**src/rtl/bin2bcd_param.sv**
```systemverilog
// Sequential double-dabble binary-to-BCD converter with overflow saturation.
// Optional macro BIN2BCD_SIGNED_EN: two's-complement input, magnitude converted, sign on neg.
module bin2bcd_param #(
  parameter int unsigned BIN_W  = 13,
  parameter int unsigned DIGITS = 4
) (
  input  logic                  clk,
  input  logic                  reset_n,
  input  logic                  start,
  input  logic [BIN_W-1:0]      bin,
  output logic                  ready,
  output logic                  done_tick,
  output logic                  overflow,
  output logic [4*DIGITS-1:0]   bcd
`ifdef BIN2BCD_SIGNED_EN
  ,
  output logic                  neg
`endif
);

  localparam int unsigned CntW = $clog2(BIN_W + 1);
  localparam int unsigned BcdW = 4 * DIGITS;

  typedef enum logic [1:0] {StIdle, StOp, StDone} state_e;

  state_e            state_q, state_d;
  logic [BIN_W-1:0]  shift_q, shift_d;
  logic [BcdW-1:0]   work_q, work_d, work_adj;
  logic              sticky_q, sticky_d;
  logic [CntW-1:0]   cnt_q, cnt_d;
  logic [BcdW-1:0]   bcd_q, bcd_d;
  logic              ovf_q, ovf_d;
  logic [BIN_W-1:0]  operand;

`ifdef BIN2BCD_SIGNED_EN
  logic sign_q, sign_d, neg_q, neg_d;
  // Unary minus in BIN_W bits maps the most negative value onto its own magnitude.
  assign operand = bin[BIN_W-1] ? -bin : bin;
`else
  assign operand = bin;
`endif

  always_comb begin
    for (int i = 0; i < int'(DIGITS); i++) begin
      work_adj[4*i +: 4] = (work_q[4*i +: 4] >= 4'd5) ? work_q[4*i +: 4] + 4'd3
                                                      : work_q[4*i +: 4];
    end
  end

  always_comb begin
    state_d  = state_q;
    shift_d  = shift_q;
    work_d   = work_q;
    sticky_d = sticky_q;
    cnt_d    = cnt_q;
    bcd_d    = bcd_q;
    ovf_d    = ovf_q;
`ifdef BIN2BCD_SIGNED_EN
    sign_d   = sign_q;
    neg_d    = neg_q;
`endif
    unique case (state_q)
      StIdle: begin
        if (start) begin
          shift_d  = operand;
          work_d   = '0;
          sticky_d = 1'b0;
          cnt_d    = CntW'(BIN_W);
`ifdef BIN2BCD_SIGNED_EN
          sign_d   = bin[BIN_W-1];
`endif
          state_d  = StOp;
        end
      end
      StOp: begin
        shift_d = {shift_q[BIN_W-2:0], 1'b0};
        work_d  = {work_adj[BcdW-2:0], shift_q[BIN_W-1]};
        // A bit leaving the top digit means the value no longer fits in DIGITS digits.
        if (work_adj[BcdW-1]) sticky_d = 1'b1;
        cnt_d = cnt_q - CntW'(1);
        if (cnt_q == CntW'(1)) state_d = StDone;
      end
      StDone: begin
        bcd_d   = sticky_q ? {DIGITS{4'h9}} : work_q;
        ovf_d   = sticky_q;
`ifdef BIN2BCD_SIGNED_EN
        neg_d   = sign_q;
`endif
        state_d = StIdle;
      end
      default: state_d = StIdle;
    endcase
  end

  always_ff @(posedge clk) begin
    if (!reset_n) begin
      state_q  <= StIdle;
      shift_q  <= '0;
      work_q   <= '0;
      sticky_q <= 1'b0;
      cnt_q    <= '0;
      bcd_q    <= '0;
      ovf_q    <= 1'b0;
`ifdef BIN2BCD_SIGNED_EN
      sign_q   <= 1'b0;
      neg_q    <= 1'b0;
`endif
    end else begin
      state_q  <= state_d;
      shift_q  <= shift_d;
      work_q   <= work_d;
      sticky_q <= sticky_d;
      cnt_q    <= cnt_d;
      bcd_q    <= bcd_d;
      ovf_q    <= ovf_d;
`ifdef BIN2BCD_SIGNED_EN
      sign_q   <= sign_d;
      neg_q    <= neg_d;
`endif
    end
  end

  assign ready     = (state_q == StIdle);
  assign done_tick = (state_q == StDone);
  assign overflow  = ovf_q;
  assign bcd       = bcd_q;
`ifdef BIN2BCD_SIGNED_EN
  assign neg       = neg_q;
`endif

endmodule

```
**config.mk**
```make
export PLATFORM = sky130hd
export DESIGN_NAME = bin2bcd_param
export DESIGN_NICKNAME = d
export VERILOG_FILES = /design/src/rtl/bin2bcd_param.sv
export SDC_FILE = /design/constraint.sdc
export NUM_CORES = 1
export LEC_CHECK = 0
export CAP_MARGIN = 10
export CORE_UTILIZATION = 50
export CTS_BUF_LIST = sky130_fd_sc_hd__clkbuf_4 sky130_fd_sc_hd__clkbuf_8
export CTS_CLUSTER_DIAMETER = 120
export DETAILED_ROUTE_END_ITERATION = 6
export GPL_ROUTABILITY_DRIVEN = 0
export PLACE_DENSITY = 0.84
export SYNTH_ARGS = -nofsm -noshare
export SYNTH_HDL_FRONTEND = slang
export SYNTH_SLANG_ARGS = --single-unit
```
**constraint.sdc**
```tcl
create_clock -name clk -period 4 [get_ports clk]
set_input_delay 0.4 -clock clk [delete_from_list [all_inputs] [get_ports clk]]
set_output_delay 0.4 -clock clk [all_outputs]
set_load 0.01 [all_outputs]
```
==> reports/qor.csv, run 1 <==
stage,metric,value,unit
outcome,status,finished clean,
floorplanning,coreArea,0.00482,mm^2
floorplanning,die_y,73.3,um
global_route,grt_pass1_vias,1881,
clock_network,clockBufferDepth,2,
timing,maxSlewHeadroom,63.8,%
logic_synthesis,yosysSeqAreaShare,41.7,%
logic_synthesis,yosys_warnings,0,
clock_network,clock-sinks,53,
routing,first_iter_violations,116,
clock_network,cts_tree,done,
worst_setup_path,r2r-end,work_q[8],
logic_synthesis,mappedNetlistArea,0.00254,mm^2
worst_setup_path,critPathCaptureType,primary output,
worst_setup_path,rrSetupSlack,2.18,ns
timing,fin_crit_sh,63.8,%
timing,setup_tns,0,ns
worst_setup_path,arrival,2.15,ns
routing,drt-vias-per-instance,5.33,
clock_network,cts_hold_buf,0,
hold_path,hold_path.class,reg2reg,
timing,slew_viol_final,0,
hold_path,min_to,bcd[13],
routing,routedWlPerCell,13.2,um
cells_and_area,final_cell_mix,"dfxtp_1 (53), nand2_1 (42), clkdlybuf4s50_1 (34)",
logic_synthesis,syn_area_per_cell,9.02,um^2
cells_and_area,fill_cells,439,
timing,worst_pin_slew,0.542,ns
routing,wl,4.95,mm
power_and_ir_drop,total_leakage_power,1.13,nW
routing,drc_errors,0,
cells_and_area,final_common_cell,dfxtp_1,
worst_setup_path,startpoint_type,register,
power_and_ir_drop,p_per_area,348,mW/mm^2
clock_network,postCtsSetupRepairBufs,0,
global_route,grt_pass1_wl,8.22,mm
place,io_buffers,34,
floorplanning,ios,35,
global_route,track_usage,20.2,%
clock_network,cts_root_buf,clkbuf_8,
timing,clock_skew,0.00906,ns
worst_setup_path,critical_path_class,reg2out,
logic_synthesis,syn_inst,282,
routing,drtPass1Iterations,4,
power_and_ir_drop,ir_drop,221,uV
floorplanning,initial_utilization,52.8,%
clock_network,cts_buffers,5,
floorplanning,die_area,0.00538,mm^2
clock_network,clk_pin_slew,0.09,ns
timing,rsz0062_at_grt,false,
place,place_ws,1.80,ns
hold_path,whs_path_depth,2,
timing,finalWorstSetupSlack,1.45,ns
logic_synthesis,ys_ff_latch,53,
floorplanning,row_count,25,
timing,clock.fmax,0.392,GHz
timing,setup_violations,0,
worst_setup_path,required,3.60,ns
run,max_cap_violations,0,
cells_and_area,drive_above_1_share,8.14,%
cells_and_area,syn_to_final_growth,16.6,%
routing,via_count,1992,
hold_path,min-delay-start,bcd[13],
worst_setup_path,reg2reg_from,state_q[0],
cells_and_area,postLayoutCoreUtil,61.6,%
clock_network,clk-insertion-delay-late,0.31,ns
clock_network,htree_levels,2,
cells_and_area,antennaDiodeCount,0,
place,dp_hpwl,3.38,mm
clock_network,cts-resized-gates,0,
global_route,antenna_found_initial,0,
cells_and_area,fin_nets,332,
worst_setup_path,crit_fanout,22,
logic_synthesis,synth_fp_nets,308,
floorplanning,die_w,73.3,um
global_route,grt_overflow_total,0,
logic_synthesis,yosys.cell_types.count,40,
timing,finalHoldViolations,0,
timing,fin_crit,2.55,ns
global_route,grt_max_degree,45,
routing,ant_nets,0,
worst_setup_path,reg2reg_depth,3,
worst max-delay path, stage by stage (launching register included):
cell and delay [ns]:
dfxtp_1 0.60, nand2b_4 0.22, inv_1 0.39, clkdlybuf4s50_1 0.62
metal layers:
metal / wire, um / share of wire, % / track usage (%) / vias up
met5: 0 / 0 / 0 / -
met4: 70 / 1.4 / 7.48 / 0
met3: 162 / 3.3 / 5.21 / 6
met2: 2360 / 48 / 33.0 / 30
met1: 2370 / 48 / 25.6 / 941
li1: - / - / - / 1015
synthesized netlist by cell type (all sizes together):
| master | n | area, um^2 |
|---|---|---|
| mux2 | 4 | 45.0 |
| nand3 | 11 | 55.1 |
| buf | 12 | 88.8 |
| o211a | 8 | 80.1 |
| or3 | 4 | 25.0 |
| o21bai | 2 | 26.3 |
| nand2b | 6 | 52.6 |
| dfxtp | 53 | 1060 |
| nor3b | 9 | 67.6 |
| nand2 | 42 | 158 |
| nor3 | 11 | 55.1 |
| clkbuf | 6 | 22.5 |
| xnor2 | 6 | 52.6 |
| nor2 | 13 | 48.8 |
| nand3b | 4 | 30.0 |
| nor4 | 1 | 21.3 |
| o31ai | 4 | 40.0 |
| ha | 10 | 125 |
| o2111a | 1 | 11.3 |
| a21boi | 15 | 113 |
| o21ba | 1 | 10.0 |
| and3 | 1 | 6.26 |
| nor2b | 8 | 57.6 |
| o221a | 4 | 45.0 |
| xor2 | 4 | 35.0 |
| a22oi | 1 | 7.51 |
| and2 | 3 | 18.8 |
| o22ai | 1 | 6.26 |
| a21oi | 8 | 40.0 |
| o21ai | 16 | 80.1 |
| inv | 11 | 41.3 |
| a32oi | 2 | 17.5 |
sequential cells by signal (all words and copies together), names as in the netlist:
register / flops
state_q: 2
overflow: 1
work_q: 16
bcd: 16
cnt_q: 4
sticky_q: 1
shift_q: 13
through the flow:
step | cells | power [W] | cell area [um^2] | hold WS, ns
after floorplan | 282 | 0.000678 | 2540 | 0.441
after global placement | 366 | 0.000709 | 2860 | 0.438
after detailed placement | 366 | 0.000713 | 2860 | 0.448
after CTS | 374 | 0.00104 | 2970 | 0.459
after global routing | 374 | 0.00107 | 2970 | 0.491
final | 374 | 0.00103 | 2970 | 0.452
cells by family (layout without fill, tap and decap cells):
| group | after synthesis | in the layout | synth area share (%) |
|---|---|---|---|
| AO/OA/AOI/OAI | 63 | 63 | 18.7 |
| XOR/XNOR | 10 | 10 | 3.44 |
| adder cells (fa/ha/maj) | 10 | 10 | 4.92 |
| buffers and inverters | 29 | 54 | 6.00 |
| flip-flops | 53 | 53 | 41.7 |
| multiplexers | 4 | 4 | 1.77 |
| AND/OR/NAND/NOR | 113 | 113 | 23.4 |
layout make-up:
class | instances | area [um^2] | area share, %
Clock buffer | 7 | 96.3 | 3.25
Sequential cell | 53 | 1060 | 35.8
Clock inverter | 1 | 5.00 | 0.169
Multi-Input combinational cell | 200 | 1330 | 44.9
Inverter | 11 | 41.3 | 1.39
Tap cell | 67 | 83.8 | 2.83
Timing Repair Buffer | 35 | 348 | 11.7
worst max-delay path by stage:
stage	start	end	depth (start not counted)
2_1_floorplan	work_q[9]	work_q[10]	6
3_3_place_gp	state_q[1]	done_tick	3
3_5_place_dp	state_q[0]	done_tick	3
4_1_cts	state_q[1]	done_tick	3
5_1_grt	state_q[1]	done_tick	3
6_report	state_q[1]	done_tick	3
report_power, final:
part / internal [W] / switching (W)
combinational: 0.0000652 / 0.0000644
clock: 0.000157 / 0.000174
sequential: 0.000551 / 0.0000215
total: 0.000773 / 0.000260
(Power assumes the default switching activity.)
==> run 2: changes to the inputs <==
- clock period: 4 -> 2.6 ns (I/O delays scaled with it)
==> reports/qor.csv, run 2 (same netlist as run 1, synthesis figures left out) <==
stage,metric,value,unit,change
power_and_ir_drop,ir_drop,352,uV,+59%
worst_setup_path,slowest_stage,dfxtp_1,,
floorplanning,die_w,73.3,um,unchanged
worst_setup_path,startpoint_type,register,,
timing,finalHoldViolations,0,,unchanged
cells_and_area,fin_cells,376,,+0.53%
timing,fin_crit,2.20,ns,
global_route,grt_overflow_total,0,,unchanged
floorplanning,initial_utilization,52.8,%,unchanged
cells_and_area,fin_nets,334,,+0.60%
timing,clock.fmax,0.454,GHz,
worst_setup_path,required,2.34,ns,-1.26 ns
routing,drc_errors,0,,unchanged
routing,via_count,2003,,+0.55%
routing,drtPass1Iterations,4,,unchanged
floorplanning,die_y,73.3,um,unchanged
timing,slew_viol_final,0,,unchanged
hold_path,hold_path.class,reg2reg,,
cells_and_area,final_common_cell,dfxtp_1,,
worst_setup_path,critical_path_class,reg2out,,
routing,wl,4.93,mm,-0.55%
routing,ant_nets,0,,unchanged
place,io_buffers,34,,unchanged
clock_network,cts-resized-gates,0,,unchanged
timing,fin_crit_sh,84.7,%,
routing,first_iter_violations,119,,+2.6%
floorplanning,die_area,0.00538,mm^2,unchanged
run,max_cap_violations,0,,unchanged
cells_and_area,antennaDiodeCount,0,,unchanged
timing,fin_hold_ws,0.450,ns,-0.00256 ns
routing,routedWlPerCell,13.1,um,-1.1%
cells_and_area,drive_above_1_share,8.74,%,+0.59 points
power_and_ir_drop,p_switching,0.000388,W,+49%
floorplanning,row_count,25,,unchanged
worst_setup_path,cpPeakStageDelay,0.67,ns,+0.05 ns
cells_and_area,fill_cells,430,,-2.1%
worst_setup_path,critPathCaptureType,primary output,,
place,dp_hpwl,3.33,mm,-1.5%
clock_network,cts_hold_buf,0,,unchanged
cells_and_area,syn_to_final_growth,17.9,%,
power_and_ir_drop,p_per_area,554,mW/mm^2,+59%
clock_network,htree_levels,2,,unchanged
cells_and_area,final_cell_mix,"dfxtp_1 (53), nand2_1 (42), clkdlybuf4s50_1 (34)",,
timing,worst_pin_slew,0.598,ns,+0.0559 ns
power_and_ir_drop,total_leakage_power,1.15,nW,+1.6%
worst_setup_path,critical-path-top-delay-family,flip-flops,,
clock_network,clk-insertion-delay-late,0.30,ns,about the same
routing,drt-vias-per-instance,5.33,,about the same
clock_network,cts_buffers,5,,unchanged
timing,rsz0062_at_grt,false,,
outcome,status,finished clean,,
floorplanning,coreArea,0.00482,mm^2,unchanged
timing,setup_violations,0,,unchanged
global_route,grt_pass1_wl,8.25,mm,+0.34%
clock_network,postCtsSetupRepairBufs,0,,unchanged
place,placedCellCount,368,,+0.55%
clock_network,clock-sinks,53,,unchanged
global_route,grt_pass1_vias,1822,,-3.1%
clock_network,clk_pin_slew,0.08,ns,about the same
timing,maxSlewHeadroom,60.1,%,-3.7 points
worst_setup_path,critPathBufInv,2,,unchanged
worst_setup_path,arrival,1.94,ns,-0.21 ns
global_route,grt_max_degree,43,,-4.4%
global_route,track_usage,20.0,%,-0.16 points
power_and_ir_drop,switching_share,23.4,%,-1.8 points
timing,setup_tns,0,ns,unchanged
floorplanning,ios,35,,unchanged
power_and_ir_drop,intPower,0.00127,W,+65%
cells_and_area,postLayoutCoreUtil,62.3,%,+0.70 points
power_and_ir_drop,combPwrFrac,12.1,%,-0.4 points
clock_network,cts_tree,done,,
worst_setup_path,path_cells,nand2b_4 > inv_1 > clkdlybuf4s50_1,,
power_and_ir_drop,clkPwrFrac,35.0,%,+3.0 points
global_route,antenna_found_initial,0,,unchanged
timing,clock_skew,0.00868,ns,-0.000380 ns
clock_network,clockBufferDepth,2,,unchanged
worst_setup_path,crit_fanout,22,,unchanged
clock_network,cts_root_buf,clkbuf_8,,
power_and_ir_drop,p_seq_share,52.9,%,-2.5 points
## run 2: cell types whose count changed in the layout (fill, tap and decap cells not counted), sizes merged
cell    before  now
buf          1    3
bufinv       0    1
clkinv       1    0
## run 2: power by group through the flow
stage	sequential [W]	combinational, W	clock, W
after floorplan	0.000889	0.000154	0
after global placement	0.000896	0.000197	0
after detailed placement	0.000897	0.000201	0
after CTS	0.000879	0.000202	0.000593
after global routing	0.000884	0.000225	0.000626
final	0.000879	0.000202	0.000582
## run 2: worst register-to-register path, stage by stage, from the launching register on
cell      delay (ns)
dfxtp_1         0.67
o21ba_2         0.54
nand2_1         0.13
xor2_1          0.15
a21boi_0        0.16
## run 2: final timing paths
kind / from / end / slack [ns] / cells after the start
max: state_q[0] / done_tick / 0.40 / 3
max reg2reg: state_q[0] / cnt_q[2] / 0.89 / 4
min reg2reg: bcd[13] / bcd[13] / 0.45 / 2
min: bcd[13] / bcd[13] / 0.45 / 2
## run 2: layer usage
layer / track usage (%) / share of wire, % / vias to the layer above
met2: 32.1 / 46 / 28
met4: 7.69 / 1.6 / 0
li1: - / - / 1015
met3: 3.70 / 2.7 / 7
met5: 0 / 0 / -
met1: 26.7 / 50 / 953
## run 2: final cells by class
type | count | area, um^2 | share of cell area (%)
multi-input cells | 200 | 1330 | 44.3
flip-flops and latches | 53 | 1060 | 35.4
repair buffers | 37 | 363 | 12.1
clock buffers | 7 | 90.1 | 3.00
well taps | 67 | 83.8 | 2.80
inverters | 11 | 41.3 | 1.38
clock inverters | 1 | 30.0 | 1.00
## run 2: metrics by stage
stage | total power (W) | area (um^2) | worst slack [ns]
after global placement | 0.00109 | 2880 | 0.727
after CTS | 0.00167 | 3000 | 0.402
after global routing | 0.00174 | 3000 | 0.312
after detailed placement | 0.00110 | 2880 | 0.658
after floorplan | 0.00104 | 2540 | 1.11
final | 0.00166 | 3000 | 0.399
